`src/rtl/i2c_pt_pkg.sv`:
```
// Shared types and constants for the I2C passthrough direction controller.
package i2c_pt_pkg;

    typedef enum logic [2:0] {
        IDLE,
        ADDR,
        ACK_A,
        WDATA,
        ACK_W,
        RDATA,
        ACK_R,
        WAIT_P
    } state_e;

    localparam logic DIR_M2T = 1'b0;
    localparam logic DIR_T2M = 1'b1;

    localparam int unsigned BITS_PER_BYTE = 8;

endpackage

```
`src/rtl/i2c_in_filter.sv`:
```
// Pad input conditioning: 2-FF synchronizer followed by a stable-count glitch filter.
// Filtered output idles high so a released open-drain line reads as 1 after reset.
module i2c_in_filter #(
    parameter int unsigned FILT_LEN = 3
) (
    input  logic clk,
    input  logic rst_n,
    input  logic pad_i,
    output logic filt_o
);

    logic [1:0] sync_q;
    logic       filt_q;
    logic [3:0] cnt_q;

    // A new level is accepted only after FILT_LEN consecutive differing samples.
    always_ff @(posedge clk) begin
        if (!rst_n) begin
            sync_q <= '1;
            filt_q <= 1'b1;
            cnt_q  <= '0;
        end else begin
            sync_q <= {sync_q[0], pad_i};
            if (sync_q[1] == filt_q) begin
                cnt_q <= '0;
            end else if (cnt_q == 4'(FILT_LEN - 1)) begin
                filt_q <= sync_q[1];
                cnt_q  <= '0;
            end else begin
                cnt_q <= cnt_q + 4'd1;
            end
        end
    end

    assign filt_o = filt_q;

endmodule

```
`src/rtl/i2c_sda_dir_ctrl.sv`:
```
// SDA direction controller for the bidirectional I2C passthrough.
// Optional target clock stretching forwarded to the controller under `STRETCH_EN.
module i2c_sda_dir_ctrl
    import i2c_pt_pkg::*;
#(
    parameter int unsigned FILT_LEN = 3
) (
    input  logic clk,
    input  logic rst_n,
    input  logic scl_m_in,
    input  logic sda_m_in,
    input  logic sda_t_in,
    input  logic scl_t_in,
    output logic sda_m_oe,
    output logic sda_t_oe,
    output logic scl_t_oe,
    output logic scl_m_oe,
    output logic dir,
    output logic busy
);

    localparam logic [3:0] BYTE_BITS = 4'(BITS_PER_BYTE);
    localparam logic [3:0] LAST_BIT  = 4'(BITS_PER_BYTE - 1);

    logic   scl_m_f, sda_m_f, sda_t_f;
    logic   scl_prev_q, sda_prev_q;
    state_e state_q, state_d;
    logic [3:0] cnt_q, cnt_d;
    logic   dir_q, dir_d;
    logic   busy_q, busy_d;
    logic   rw_q, rw_d;
    logic   ack_q, ack_d;
    logic   sda_m_oe_q, sda_t_oe_q, scl_t_oe_q;
    logic   edge_ok, scl_fwd_lo;
    logic   scl_rise, scl_fall, scl_hold_hi, start_c, stop_c;

    i2c_in_filter #(.FILT_LEN(FILT_LEN)) u_scl_m (
        .clk(clk), .rst_n(rst_n), .pad_i(scl_m_in), .filt_o(scl_m_f));
    i2c_in_filter #(.FILT_LEN(FILT_LEN)) u_sda_m (
        .clk(clk), .rst_n(rst_n), .pad_i(sda_m_in), .filt_o(sda_m_f));
    i2c_in_filter #(.FILT_LEN(FILT_LEN)) u_sda_t (
        .clk(clk), .rst_n(rst_n), .pad_i(sda_t_in), .filt_o(sda_t_f));

`ifdef STRETCH_EN
    localparam logic [4:0] HOLDOFF = 5'(FILT_LEN + 3);

    logic       scl_t_f;
    logic [4:0] hold_q;
    logic       stretch_q, blk_q;

    i2c_in_filter #(.FILT_LEN(FILT_LEN)) u_scl_t (
        .clk(clk), .rst_n(rst_n), .pad_i(scl_t_in), .filt_o(scl_t_f));

    // Holdoff hides the echo of our own pull-down; blk masks the SCL dip we cause.
    always_ff @(posedge clk) begin
        if (!rst_n) begin
            hold_q    <= '0;
            stretch_q <= 1'b0;
            blk_q     <= 1'b0;
        end else begin
            hold_q    <= scl_t_oe_q ? '0 : ((hold_q == HOLDOFF) ? hold_q : hold_q + 5'd1);
            stretch_q <= stretch_q ? !scl_t_f
                                   : (!scl_t_oe_q && (hold_q == HOLDOFF) && !scl_t_f);
            blk_q     <= stretch_q || (blk_q && !scl_m_f);
        end
    end

    assign scl_m_oe   = stretch_q;
    assign edge_ok    = !stretch_q && !blk_q;
    assign scl_fwd_lo = !scl_m_f && !stretch_q && !blk_q;
`else
    logic unused_scl_t;
    assign unused_scl_t = scl_t_in;
    assign scl_m_oe     = 1'b0;
    assign edge_ok      = 1'b1;
    assign scl_fwd_lo   = !scl_m_f;
`endif

    assign scl_rise    = edge_ok && scl_m_f && !scl_prev_q;
    assign scl_fall    = edge_ok && !scl_m_f && scl_prev_q;
    // Any SCL movement this cycle suppresses START/STOP decoding.
    assign scl_hold_hi = scl_m_f && scl_prev_q;
    assign start_c     = scl_hold_hi && sda_prev_q && !sda_m_f && (dir_q == DIR_M2T);
    assign stop_c      = scl_hold_hi && !sda_prev_q && sda_m_f && (dir_q == DIR_M2T);

    always_comb begin
        state_d = state_q;
        cnt_d   = cnt_q;
        dir_d   = dir_q;
        busy_d  = busy_q;
        rw_d    = rw_q;
        ack_d   = ack_q;
        if (stop_c) begin
            state_d = IDLE;
            cnt_d   = '0;
            dir_d   = DIR_M2T;
            busy_d  = 1'b0;
        end else if (start_c) begin
            state_d = ADDR;
            cnt_d   = '0;
            dir_d   = DIR_M2T;
            busy_d  = 1'b1;
        end else begin
            case (state_q)
                ADDR, WDATA, RDATA: begin
                    if (scl_rise && cnt_q != BYTE_BITS) begin
                        cnt_d = cnt_q + 4'd1;
                        if (state_q == ADDR && cnt_q == LAST_BIT) rw_d = sda_m_f;
                    end
                    if (scl_fall && cnt_q == BYTE_BITS) begin
                        case (state_q)
                            ADDR:    begin state_d = ACK_A; dir_d = DIR_T2M; end
                            WDATA:   begin state_d = ACK_W; dir_d = DIR_T2M; end
                            default: begin state_d = ACK_R; dir_d = DIR_M2T; end
                        endcase
                    end
                end
                ACK_A, ACK_W, ACK_R: begin
                    if (scl_rise) ack_d = (state_q == ACK_R) ? !sda_m_f : !sda_t_f;
                    if (scl_fall) begin
                        cnt_d = '0;
                        if (!ack_q) begin
                            state_d = WAIT_P;
                            dir_d   = DIR_M2T;
                        end else if (state_q == ACK_W || (state_q == ACK_A && !rw_q)) begin
                            state_d = WDATA;
                            dir_d   = DIR_M2T;
                        end else begin
                            state_d = RDATA;
                            dir_d   = DIR_T2M;
                        end
                    end
                end
                default: ;
            endcase
        end
    end

    always_ff @(posedge clk) begin
        if (!rst_n) begin
            state_q    <= IDLE;
            cnt_q      <= '0;
            dir_q      <= DIR_M2T;
            busy_q     <= 1'b0;
            rw_q       <= 1'b0;
            ack_q      <= 1'b0;
            scl_prev_q <= 1'b1;
            sda_prev_q <= 1'b1;
            sda_m_oe_q <= 1'b0;
            sda_t_oe_q <= 1'b0;
            scl_t_oe_q <= 1'b0;
        end else begin
            state_q    <= state_d;
            cnt_q      <= cnt_d;
            dir_q      <= dir_d;
            busy_q     <= busy_d;
            rw_q       <= rw_d;
            ack_q      <= ack_d;
            scl_prev_q <= scl_m_f;
            sda_prev_q <= sda_m_f;
            sda_t_oe_q <= (dir_q == DIR_M2T) && !sda_m_f;
            sda_m_oe_q <= (dir_q == DIR_T2M) && !sda_t_f;
            scl_t_oe_q <= scl_fwd_lo;
        end
    end

    assign sda_m_oe = sda_m_oe_q;
    assign sda_t_oe = sda_t_oe_q;
    assign scl_t_oe = scl_t_oe_q;
    assign dir      = dir_q;
    assign busy     = busy_q;

endmodule

```
`config.mk`:
```
export PLATFORM = sky130hd
export DESIGN_NAME = i2c_sda_dir_ctrl
export DESIGN_NICKNAME = d
export VERILOG_FILES = /design/src/rtl/i2c_pt_pkg.sv /design/src/rtl/i2c_in_filter.sv /design/src/rtl/i2c_sda_dir_ctrl.sv
export SDC_FILE = /design/constraint.sdc
export NUM_CORES = 1
export LEC_CHECK = 0
export CAP_MARGIN = 20
export CORE_MARGIN = 2
export CORE_UTILIZATION = 45
export CTS_CLUSTER_DIAMETER = 30
export DETAILED_ROUTE_END_ITERATION = 7
export GPL_TIMING_DRIVEN = 0
export HOLD_SLACK_MARGIN = 0.03
export PLACE_DENSITY = 0.66
export SYNTH_ARGS = -nofsm -noshare
export SYNTH_HDL_FRONTEND = slang
export SYNTH_SLANG_ARGS = --single-unit
```
`constraint.sdc`:
```
create_clock -name clk -period 1.3 [get_ports clk]
set_input_delay 0.13 -clock clk [delete_from_list [all_inputs] [get_ports clk]]
set_output_delay 0.13 -clock clk [all_outputs]
set_load 0.03 [all_outputs]
```
# After elaboration in Yosys (flattened, before gate mapping)
# Cells that the tools add are included.
dict set report word_totals {
  regBits 37
  word_cells 109
  out_inout_bits 6
  input_bits 6
}
dict set report op_classes {
  n_eq_ne 20
  bitwise 7
  mux 17
  addsub 4
  reduce_logical 40
}
# operator n
set op_table {}
lappend op_table {{$reduce_or 3->1} 6}
lappend op_table {{$add 4x1->4 const B} 4}
lappend op_table {{$logic_and 1x1->1} 15}
lappend op_table {{$eq 4x2->1 const B} 3}
lappend op_table {{$mux 3} 4}
lappend op_table {{$pmux 3 s2} 2}
lappend op_table {{$eq 3x3->1 const B} 3}
lappend op_table {{$reduce_and 3->1} 3}
lappend op_table {{$mux 4} 2}
lappend op_table {{$pmux 4 s2} 1}
lappend op_table {{$mux 1} 7}
lappend op_table {{$not 1->1} 7}
lappend op_table {{$eq 3x2->1 const B} 2}
lappend op_table {{$logic_not 1->1} 6}
lappend op_table {{$ne 2x2->1 const B} 3}
lappend op_table {{$ne 3x3->1 const B} 2}
lappend op_table {{$reduce_and 2->1} 3}
lappend op_table {{$reduce_and 5->1} 1}
lappend op_table {{$eq 4x3->1 const B} 1}
lappend op_table {{$eq 4x4->1 const B} 1}
lappend op_table {{$ne 4x4->1 const B} 1}
lappend op_table {{$reduce_and 4->1} 1}
lappend op_table {{$reduce_or 2->1} 2}
lappend op_table {{$eq 1x1->1} 3}
lappend op_table {{other kinds (5)} 5}

# Longest topological paths before layout
dict set report logic_depth {
  ltp_word 8
  ltp_mapped 6
  depth_no_buf 6
}

# Hierarchy
# From an unflattened synthesis, not the netlist that was laid out.
dict set report hier_totals {
  hier_cells 167
  area_unflattened_um2 1624.1
}
# module seq_area_each_um2 instances area_each_um2 cells_each
set by_module_without_submodules {}
lappend by_module_without_submodules {i2c_sda_dir_ctrl 320.3 1 850.8 95}
lappend by_module_without_submodules {i2c_in_filter 140.1 3 257.7 24}

# Worst setup path before layout
# OpenSTA, ideal clock, no wires.
dict set report synth_path {
  path_type {register to register}
  start {reg cnt_q[0]}
  end {reg cnt_q[1]}
  period_less_slack_ps 1401
  path_buffers 0
  t_required_ps 1184
  setup_time_ps 116
  stages_incl_launch_ff 7
  path_slack_ps -101
  arrival_time_ps 1285
  cell_sequence {dfxtp_1 inv_1 ha_1 nand3b_1 or3b_4 mux2i_1 nor2_1}
}
dict set report synth_via {
  elab_chain_cells 4
  elab_cells_between_ends 7
  classes_between {add/sub: 1; eq/ne: 2; mux: 2; reduce/logical: 2}
}
# item line_no
set synth_rtl {}
lappend synth_rtl {{start: declaration} i2c_sda_dir_ctrl.sv:28} ;# logic [3:0] cnt_q, cnt_d;
lappend synth_rtl {{start signal: assignment} i2c_sda_dir_ctrl.sv:154} ;# cnt_q <= cnt_d;
lappend synth_rtl {{branches (longest 4 deep; another with $add 4x1->4)} -}
# Parallel ways; which one is timed is not known. The select of a mux whose other input is x is not followed.
# A chain may end at the register's enable or synchronous reset.

# Final worst setup path
dict set report layout_path {
  start {reg cnt_q[1]}
  end {reg cnt_q[1]}
}
# The elaborated chain is that of the path after synthesis.

==> results by stage <==
Clocking:
- TritonCTS built the clock tree.
- Clock latency on the worst-skew pair, taken at its later pin, is 340 ps.
- The tree is rooted in a sky130_fd_sc_hd__clkbuf_4.
- The clock buffer count from CTS is 5.
- Hold repair after CTS inserted 0 buffers.
- The CTS H-tree depth is 2.
- The clock-pin slew on the worst setup and hold paths is 110 ps.
- In this run the deepest clock path goes through 2 buffers.
- The tree built by TritonCTS fans out to 37 sinks.

Cells and area:
- After routing the design area is roughly 2000 um2.
- Fill cells in the final layout number 284.
- After the last flow step, the layout net total stands at 216.
- Relative to the synthesized area, the layout overhead comes to 25.1%.
- Across the whole layout, storage elements account for 754 um2.
- The multi-input combinational cells in the finished layout cover a total of 880 um2.
- The number of antenna diodes in the final layout is 0.
- In the final layout, the share of cells above drive strength 1 is 24.6%.
- The number of standard cells in the layout, taps in and fillers out is 249.

Pwr:
- The power per cell area is 1020 nW/um2.
- The internal power summed over all cells is between 1.5 and 2 mW.
- The share of total power dissipated in the clock network is 40.9%.
- The share of total power dissipated in combinational logic is under 10%.
- The fraction of power spent switching nets is 20.3%.
- Summing internal, switching and leakage power gives 2.05 mW.
- The worst-case IR drop observed on VDD is 0.539 mV.
- Registers are responsible for 56.1% of the overall power.
- Summed over all cells, the static leakage comes to slightly below 0.8 nW.
- The net load switching power is between 0.4 and 0.5 mW.

Global route:
- The aggregate global routing overflow is 0.
- The via count of the first global-routing pass was around 1300.
- The first-pass GRT wire length is between 5000 and 6000 um.
- The aggregate global-route resource usage is 18.1%.
- The initial antenna violation count was 0.
- Entering global routing, the biggest net connects 12 pins.

Logic synthesis:
- The synthesized design spends more area on one cell type than any other, namely sky130_fd_sc_hd__dfxtp_1.
- Averaged over all synthesized cells, the footprint is 9.17 um2.
- The cell area after technology mapping is 1610 um2.
- Counting flops with an async set or reset pin after synthesis yields a share of 0%.
- The top-area cell type share of the netlist area is 46.1%.
- In the synthesized netlist, the number of instances is approximately 180.
- After synthesis, the netlist uses 35 different library cells.
- Among all flip-flop cells after synthesis, the most frequent one is sky130_fd_sc_hd__dfxtp_1.
- The share of the Yosys chip area taken by registers is a little under half.
- Counting flops and latches in the post-synthesis netlist gives 37.
- By area the synthesized netlist is led by sky130_fd_sc_hd__dfxtp_1 (46%), sky130_fd_sc_hd__ha_1 (6.2%), sky130_fd_sc_hd__nor2_1 (5.8%).
- The number of warnings issued by yosys is 0.
- The most common cell in the synthesized netlist is sky130_fd_sc_hd__dfxtp_1.
- Ranked by instance count, the synthesized netlist is headed by sky130_fd_sc_hd__dfxtp_1 (37), sky130_fd_sc_hd__nor2_1 (25), sky130_fd_sc_hd__nand3_1 (15).
- The number of enable-type register cells in the synthesized netlist is 0.
- Synthesis produced a netlist with a net count of 189.

Setup path:
- For the worst setup path, the data required time is 1530 ps.
- The highest fanout seen on the critical path is 4.
- The kind of launch point of the worst setup path is a flop.
- Data arrives at the worst endpoint at 1660 ps.
- STA classifies the critical path endpoint as a flop.
- The class of the most critical setup path is flop to flop.

Place:
- The count of buffers added on input and output ports is 9.
- The minimum setup slack after placement is -175 ps.
- Counting tap cells, the placed design contains a total of 230 instances.
- The cell area after placement is around 1800 um2.
- The estimated wirelength of the detail-placed design is 2050 um.
- At the end of routability-driven placement, the weighted congestion stood at between 0.7 and 0.8.

Timing:
- The worst path uses 109% of the clock period.
- Setup violations remaining at the end of the flow were counted as 7.
- The number of failing hold endpoints at the final stage is 0.
- In the final timing run, aggregate negative setup slack is -598 ps.
- The final number of max-transition violations is 0.
- On the final layout, the worst clock skew is 7.60 ps.
- The shortest clock period the worst path allows after layout is between 1000 and 1500 ps.
- Setup slack on the critical path of the routed design comes to -122 ps.
- Setup repair after global routing could not meet its margin everywhere.
- Based on the critical path, the design can be clocked at up to 703 MHz.

Routing:
- Detailed routing inserted a total of 1322 vias.
- The average wire per standard cell is 13.1 um.
- Using the TritonRoute via totals, the vias-per-cell ratio works out to between 5 and 6.
- The detail route stage leaves a number of antenna-violating nets equal to 0.
- The first detailed-routing pass took 4 iterations.
- For this run, design rule violations remaining after detail routing come to 0.
- The total length of routed wires is approximately 3300 um.
- For this block, the initial DRC count from the detailed router was 102.

Run status:
- The run finished, with violations left.
- The checks that failed: negative setup slack.

Die:
- The height of the die is 63.7 um.
- The boundary pin count is 12.
- The effective utilization at floorplan is 47.4%.
- The number of cell rows is 21.
- The core region area is 3390 um2.
- The die covers 4060 um2.
- The die is approximately 64 um wide.

Flow run:
- The count of max-cap constraint violations is 0.

Hold path:
- The min-delay analysis places its worst path in the category input pin to flop.
[repair_timing]
item | CTS | global route
gates resized for setup | 26 | 6
endpoints found under the setup margin | 14 | 10
pin swaps | 8 | 7
endpoints found under the hold margin | 0 | 0
setup buffers | 12 | 1
[sequential cells by signal, indices dropped and copies added (netlist names), 2 cells and up]
signal          flops
cnt_q               4
u_scl_m.cnt_q       4
u_sda_m.cnt_q       4
u_sda_t.cnt_q       4
state_q             3
u_scl_m.sync_q      2
u_sda_m.sync_q      2
u_sda_t.sync_q      2
[area by class of cell]
cell class / count / area share [%]
sequential: 37 / 37.6
inverter: 6 / 1.12
timing repair buffer: 22 / 9.03
tap: 46 / 2.87
clock inverter: 1 / 1.50
buffer: 5 / 1.37
multi-input combinational: 125 / 43.8
clock buffer: 7 / 2.74
[metal layers]
layer	GRT usage [%]	wire [um]	part of all wire [%]	vias to the layer above
met5	0	0	0	-
met4	6.25	65	2.0	0
met3	4.82	134	4.1	13
met2	32.4	1710	52	42
met1	20.6	1360	42	625
li1	-	-	-	642
[through the flow]
| stage | utilization (%) | hold slack, ps |
|---|---|---|
| 4_1_cts | 58.5 | 333 |
| 2_1_floorplan | - | 231 |
| 6_report | 59.2 | 346 |
| 3_5_place_dp | 51.9 | 401 |
| 5_1_grt | 59.2 | 324 |
| 3_3_place_gp | 51.9 | 392 |
[critical path, cell delays in order, from the launching register on]
cell,delay [ps]
sky130_fd_sc_hd__dfxtp_2,350
sky130_fd_sc_hd__inv_2,50
sky130_fd_sc_hd__ha_4,140
sky130_fd_sc_hd__nand3b_1,140
sky130_fd_sc_hd__or3b_4,430
sky130_fd_sc_hd__mux2i_1,160
sky130_fd_sc_hd__nor2_1,50
[cells by family after synthesis]
family,synth area share (%)
XOR/XNOR,6.55
adder cells (fa/ha/maj),6.24
AO/OA/AOI/OAI,7.33
multiplexers,2.49
AND/OR/NAND/NOR,26.7
flip-flops,46.1
other,0.234
buffers and inverters,4.36
[power groups by stage]
stage	Sequential (mW)	Combinational (mW)	Clock, mW
6_report	1.15	0.0612	0.837
5_1_grt	1.15	0.0679	0.916
4_1_cts	1.15	0.0610	0.855
3_5_place_dp	1.18	0.0577	0
3_3_place_gp	1.18	0.0561	0
2_1_floorplan	1.18	0.0363	0
[worst paths after layout]
path                            slack, ps              start                end  cells past startpoint
worst max-delay path                 -120           cnt_q[1]           cnt_q[1]                      6
worst min-delay path                  350           sda_t_in  u_sda_t.sync_q[0]                      2
worst max register to register       -120           cnt_q[1]           cnt_q[1]                      6
worst min register to register        430  u_sda_m.sync_q[0]  u_sda_m.sync_q[1]                      1
[layout by cell type, fill, tap and decap left out, drive strengths merged, types with 5 or more instances in the layout]
cell type,instances
dfxtp,37
nor2,25
buf,16
nand3,15
nand2b,12
clkbuf,10
nand2,9
ha,8
xor2,6
a21oi,6
inv,6
nor3,6
xnor2,6
o21ai,5
No activity file was read; power rests on OpenSTA's default activity.
==> RTL edit 1, RTL diff (same settings) <==
Encoding of `state_e`: now Gray code (3 bits for 8 states).
--- a/src/rtl/i2c_pt_pkg.sv
+++ b/src/rtl/i2c_pt_pkg.sv
@@ -2,14 +2,14 @@
 package i2c_pt_pkg;
 
     typedef enum logic [2:0] {
-        IDLE,
-        ADDR,
-        ACK_A,
-        WDATA,
-        ACK_W,
-        RDATA,
-        ACK_R,
-        WAIT_P
+        IDLE   = 3'b000,
+        ADDR   = 3'b001,
+        ACK_A  = 3'b011,
+        WDATA  = 3'b010,
+        ACK_W  = 3'b110,
+        RDATA  = 3'b111,
+        ACK_R  = 3'b101,
+        WAIT_P = 3'b100
     } state_e;
 
     localparam logic DIR_M2T = 1'b0;
Check against the original RTL: no difference found for any inputs over 10 cycles, from zero or initial values and one cycle with rst_n low; not proved beyond that.
==> RTL edit 1 against the original RTL <==
The run still ends with negative setup slack left; clock power fell by 7.6%; total power fell by 2.7%; count of clock-buffer cells in the layout fell by 2; largest power group unchanged; design area rose by 5.8%; sequential cell count did not move; synthesized area rose by 9.7%; routed wire length fell by 3.1%; critical endpoint is now dir; worst setup slack got worse by 110 ps; clock skew fell by 1.7 ps.
==> RTL edit 1: results (changes against the original RTL) <==
[metrics] Avg Vias per Cell: 5.042 (was 5.309)
[metrics] Routed met2 length: 1.566 mm (was 1.706 mm)
[metrics] Power Total: 1.991 mW (was 2.047 mW)
[metrics] worst hold path startpoint: scl_m_in (was sda_t_in)
[metrics] vias in the first global route: 1,280 (was 1,342)
[metrics] minimum setup slack after placement: -506.9 ps (was -174.6 ps)
[metrics] global-route track usage on met3: 0.04223 (was 0.04821)
[metrics] terminating pin of the worst hold path: u_scl_m.sync_q[0] (was u_sda_t.sync_q[0])
[metrics] total placed instance area: 1942 um2 (was 1759 um2)
[metrics] setup violators final: 10 (was 7)
[metrics] met3 WL post-DR: 68 um (was 134 um)
[metrics] met1 track demand over resource in global routing: 0.1945 (was 0.2056)
[metrics] static leakage: 0.8452 nW (was 0.7924 nW)
[metrics] violations in the final reports: negative setup slack (unchanged)
[metrics] # nets final: 228 (was 216)
[metrics] half-perimeter wire length after detailed placement: 2.257 mm (was 2.053 mm)
[metrics] global placement routability congestion: 0.8789 (was 0.7774)
[metrics] mean cell area of the mapped netlist: 9.175 um2 (was 9.173 um2)
[metrics] worst hold slack: 398.2 ps (was 346.5 ps)
[metrics] post-CTS clock slew at the launch and capture registers of the worst setup and hold paths: 80 ps (was 110 ps)
[metrics] per-cell routed wire length: 12.05 um (was 13.13 um)
[metrics] Max Clock Skew: 5.929 ps (was 7.602 ps)
[metrics] number of different library cells in the post-synthesis netlist: 46 (was 35)
[metrics] outcome: finished with violations (unchanged)
[metrics] CTS Root Cell: clkbuf_8 (was clkbuf_4)
[metrics] wire length of the first global-routing pass: 5.589 mm (was 5.768 mm)
[metrics] Final Non-Filler Cells: 263 (was 249)
[metrics] metal1 wirelength: 1.475 mm (was 1.363 mm)
[metrics] multiplexer share of the synthesized area: 0.02273 (was 0.02494)
[metrics] clock latency reported for the late side of the worst-skew pair: 290 ps (was 340 ps)
[metrics] met2 Usage GRT: 0.2863 (was 0.3237)
[metrics] cells on worst reg2reg path: 7 (was 6)
[metrics] setup ws final: -227.2 ps (was -122.0 ps)
[metrics] Data arrival, critical path: 1730 ps (was 1660 ps)
[metrics] Post-Synthesis Net Count: 206 (was 189)
[metrics] sequential share of the synthesized area: 0.4205 (was 0.4614)
[metrics] Fill cells: 320 (was 284)
[metrics] share of the synthesized area in compound gates (AO/OA/AOI/OAI): 0.1378 (was 0.07327)
[metrics] switching pwr: 0.4440 mW (was 0.4163 mW)
[metrics] maximum fanout count along the critical path: 5 (was 4)
-- RTL edit 1: cell types whose count changed in the layout (fill, tap and decap cells not counted), moves of 3 or more --
cell / change
inv_1: +3
clkbuf_8: +4
dfxtp_1: +3
clkbuf_1: -3
nor2b_4: +3
buf_4: -6
clkbuf_4: -3
nor3_1: -3
-- RTL edit 1: area by class of cell --
class,count,area [um2],area share
plain buffers,8,75.07,0.03534
clock buffers,5,68.82,0.03239
clock inverters,3,17.52,0.008245
inverters,10,37.54,0.01767
multi-input cells,137,991.0,0.4664
flip-flops and latches,37,745.7,0.3510
well taps,48,60.06,0.02827
repair buffers,15,128.9,0.06066
-- RTL edit 1: worst max-delay path, cell delays in order, from the launching register on --
cell and delay [ps]:
dfxtp_2 330, inv_2 70, ha_4 130, nand3b_1 120, buf_4 170, a221oi_4 380
nor2_1 70, a211oi_1 170
-- RTL edit 1: what timing repair did --
action,4_1_cts,5_1_grt
hold buffers,0,0
setup buffers,5,1
resized for setup,20,8
pin swaps,9,6
endpoints found under the setup margin,28,19
==> RTL edit 2, RTL diff (config.mk and constraints unchanged) <==
Without the edit above. The option `STRETCH_EN` is turned on by a define.
--- a/src/rtl/i2c_sda_dir_ctrl.sv
+++ b/src/rtl/i2c_sda_dir_ctrl.sv
@@ -1,5 +1,7 @@
 // SDA direction controller for the bidirectional I2C passthrough.
 // Optional target clock stretching forwarded to the controller under `STRETCH_EN.
+`define STRETCH_EN
+
 module i2c_sda_dir_ctrl
     import i2c_pt_pkg::*;
 #(
Formal check against the unedited RTL: not equivalent (a bounded check fails within 10 cycles, from zero or initial values and one cycle with rst_n low).
==> RTL edit 2 against the original RTL <==
The run still ends with negative setup slack left; synthesized area is 39% higher; count of clock-buffer cells in the layout is 1 lower; utilization is 3.1 points lower; worst setup slack worse by 320 ps; total power is 31% higher; critical path depth is 1 lower; clock skew is 0.93 ps lower; routed wire length is 19% higher; combinational power is 65% higher; clock power is 15% higher; final cell count is 32% higher; sequential cell count is 14 higher; global-route usage is 2.9 points lower; design area is 33% higher; critical path type unchanged.
==> RTL edit 2: results (changes against the original RTL) <==
[metrics] terminating pin of the worst hold path: u_sda_m.sync_q[1] (was u_sda_t.sync_q[0])
[metrics] parity-gate share of the synthesized area counting xor and xnor cells: 0.06663 (was 0.06547)
[metrics] number of sequential storage elements: 51 (was 37)
[metrics] setup ws final: -437.8 ps (was -122.0 ps)
[metrics] static leakage: 1.037 nW (was 0.7924 nW)
[metrics] buffers inserted during post-CTS setup optimization: 5 (was 12)
[metrics] R2R Path End: cnt_q[3] (was cnt_q[1])
[metrics] share of cells above drive strength 1: 0.1571 (was 0.2463)
[metrics] Post-Synthesis Net Count: 255 (was 189)
[metrics] Overall Global Routing Usage: 0.1521 (was 0.1808)
[metrics] peak supply drop: 0.7695 mV (was 0.5393 mV)
[metrics] Adder-Cell Fraction of Synth Area: 0.06719 (was 0.06235)
[metrics] Critical Path Slowest Stage Cell: or4b_4 (was or3b_4)
[metrics] clock latency reported for the late side of the worst-skew pair: 300 ps (was 340 ps)
[metrics] number of clock buffers in the layout: 6 (was 7)
[metrics] setup violators final: 9 (was 7)
[metrics] multiplexer share of the synthesized area: 0.02968 (was 0.02494)
[metrics] global placement routability congestion: 0.8426 (was 0.7774)
[metrics] Clock buffers and inverters, area share: 0.03608 (was 0.04237)
[metrics] wire length of the first global-routing pass: 6.465 mm (was 5.768 mm)
[metrics] Max Clock Skew: 6.674 ps (was 7.602 ps)
[metrics] pin count of the biggest net entering global routing: 17 (was 12)
[metrics] violations in the final reports: negative setup slack (unchanged)
[metrics] number of port buffers: 11 (was 9)
[metrics] largest cells by area after synthesis: dfxtp_1 (46%), ha_1 (6.7%), nor2_1 (5.2%), nand3_1 (4.7%), xor2_1 (3.9%) (was dfxtp_1 (46%), ha_1 (6.2%), nor2_1 (5.8%), nand2b_1 (4.7%), nand3_1 (4.7%))
[metrics] Data arrival, critical path: 1940 ps (was 1660 ps)
[metrics] outcome: finished with violations (unchanged)
[metrics] half-perimeter wire length after detailed placement: 2.688 mm (was 2.053 mm)
[metrics] sequential share of the synthesized area: 0.4569 (was 0.4614)
[metrics] worst hold path startpoint: rst_n (was sda_t_in)
[metrics] per-cell routed wire length: 11.84 um (was 13.13 um)
[metrics] critical register-to-register path startpoint: u_scl_m.filt_o (was cnt_q[1])
[metrics] total placed instance area: 2434 um2 (was 1759 um2)
-- RTL edit 2: changes by cell type after synthesis, moves of 4 or more --
cell,delta
nor3b_1,+6
dfxtp_1,+14
nand3_1,+6
xor2_1,+4
nor2_1,+6
clkbuf_1,+4
ha_1,+4
-- RTL edit 2: logic make-up after synthesis --
logic type / Yosys count
simple gates: 111
compound gates: 26
buf+inv: 14
xor+xnor: 17
fa+ha+maj: 12
flops: 51
mux: 6
-- RTL edit 2: worst register-to-register path, cell delays in order, from the launching register on --
cell and delay (ps):
dfxtp_4 360, or4b_4 570, nor3_4 160, buf_6 140, o2111ai_4 110, mux2_4 310
-- RTL edit 2: how the worst max path moves through the flow --
stage,to,slack [ps],cells past startpoint
final,cnt_q[3],-440,5
after global placement,cnt_q[3],-710,5
after CTS,cnt_q[3],-480,5
after detailed placement,cnt_q[3],-710,5
after global routing,cnt_q[3],-490,5
after floorplan,cnt_q[3],-480,4
-- RTL edit 2: routing by layer --
| metal | GRT usage | wire length, um |
|---|---|---|
| met2 | 0.2409 | 1730 |
| met1 | 0.1985 | 1968 |
| met4 | 0.06349 | 59 |
| met3 | 0.03794 | 126 |
| met5 | 0 | 0 |
-- RTL edit 2: report_power, final --
part,internal (mW),switching [mW]
clock network,0.436,0.529
registers,1.58,0.0229
logic,0.0511,0.0501
-- RTL edit 2: metrics by stage --
stage               setup slack [ps]  TNS [ps]  hold WS (ps)  utilization  std cells
finish                        -437.8     -2865         215.7       0.5616        328
global route                  -485.1     -3658         244.6       0.5616        328
CTS                           -475.1     -3160         375.2       0.5476        327
detailed placement            -707.5    -14270         395.7       0.5118        315
global placement              -706.1    -14490         389.1       0.5118        315
floorplan                     -484.9     -2457         203.0            -        237
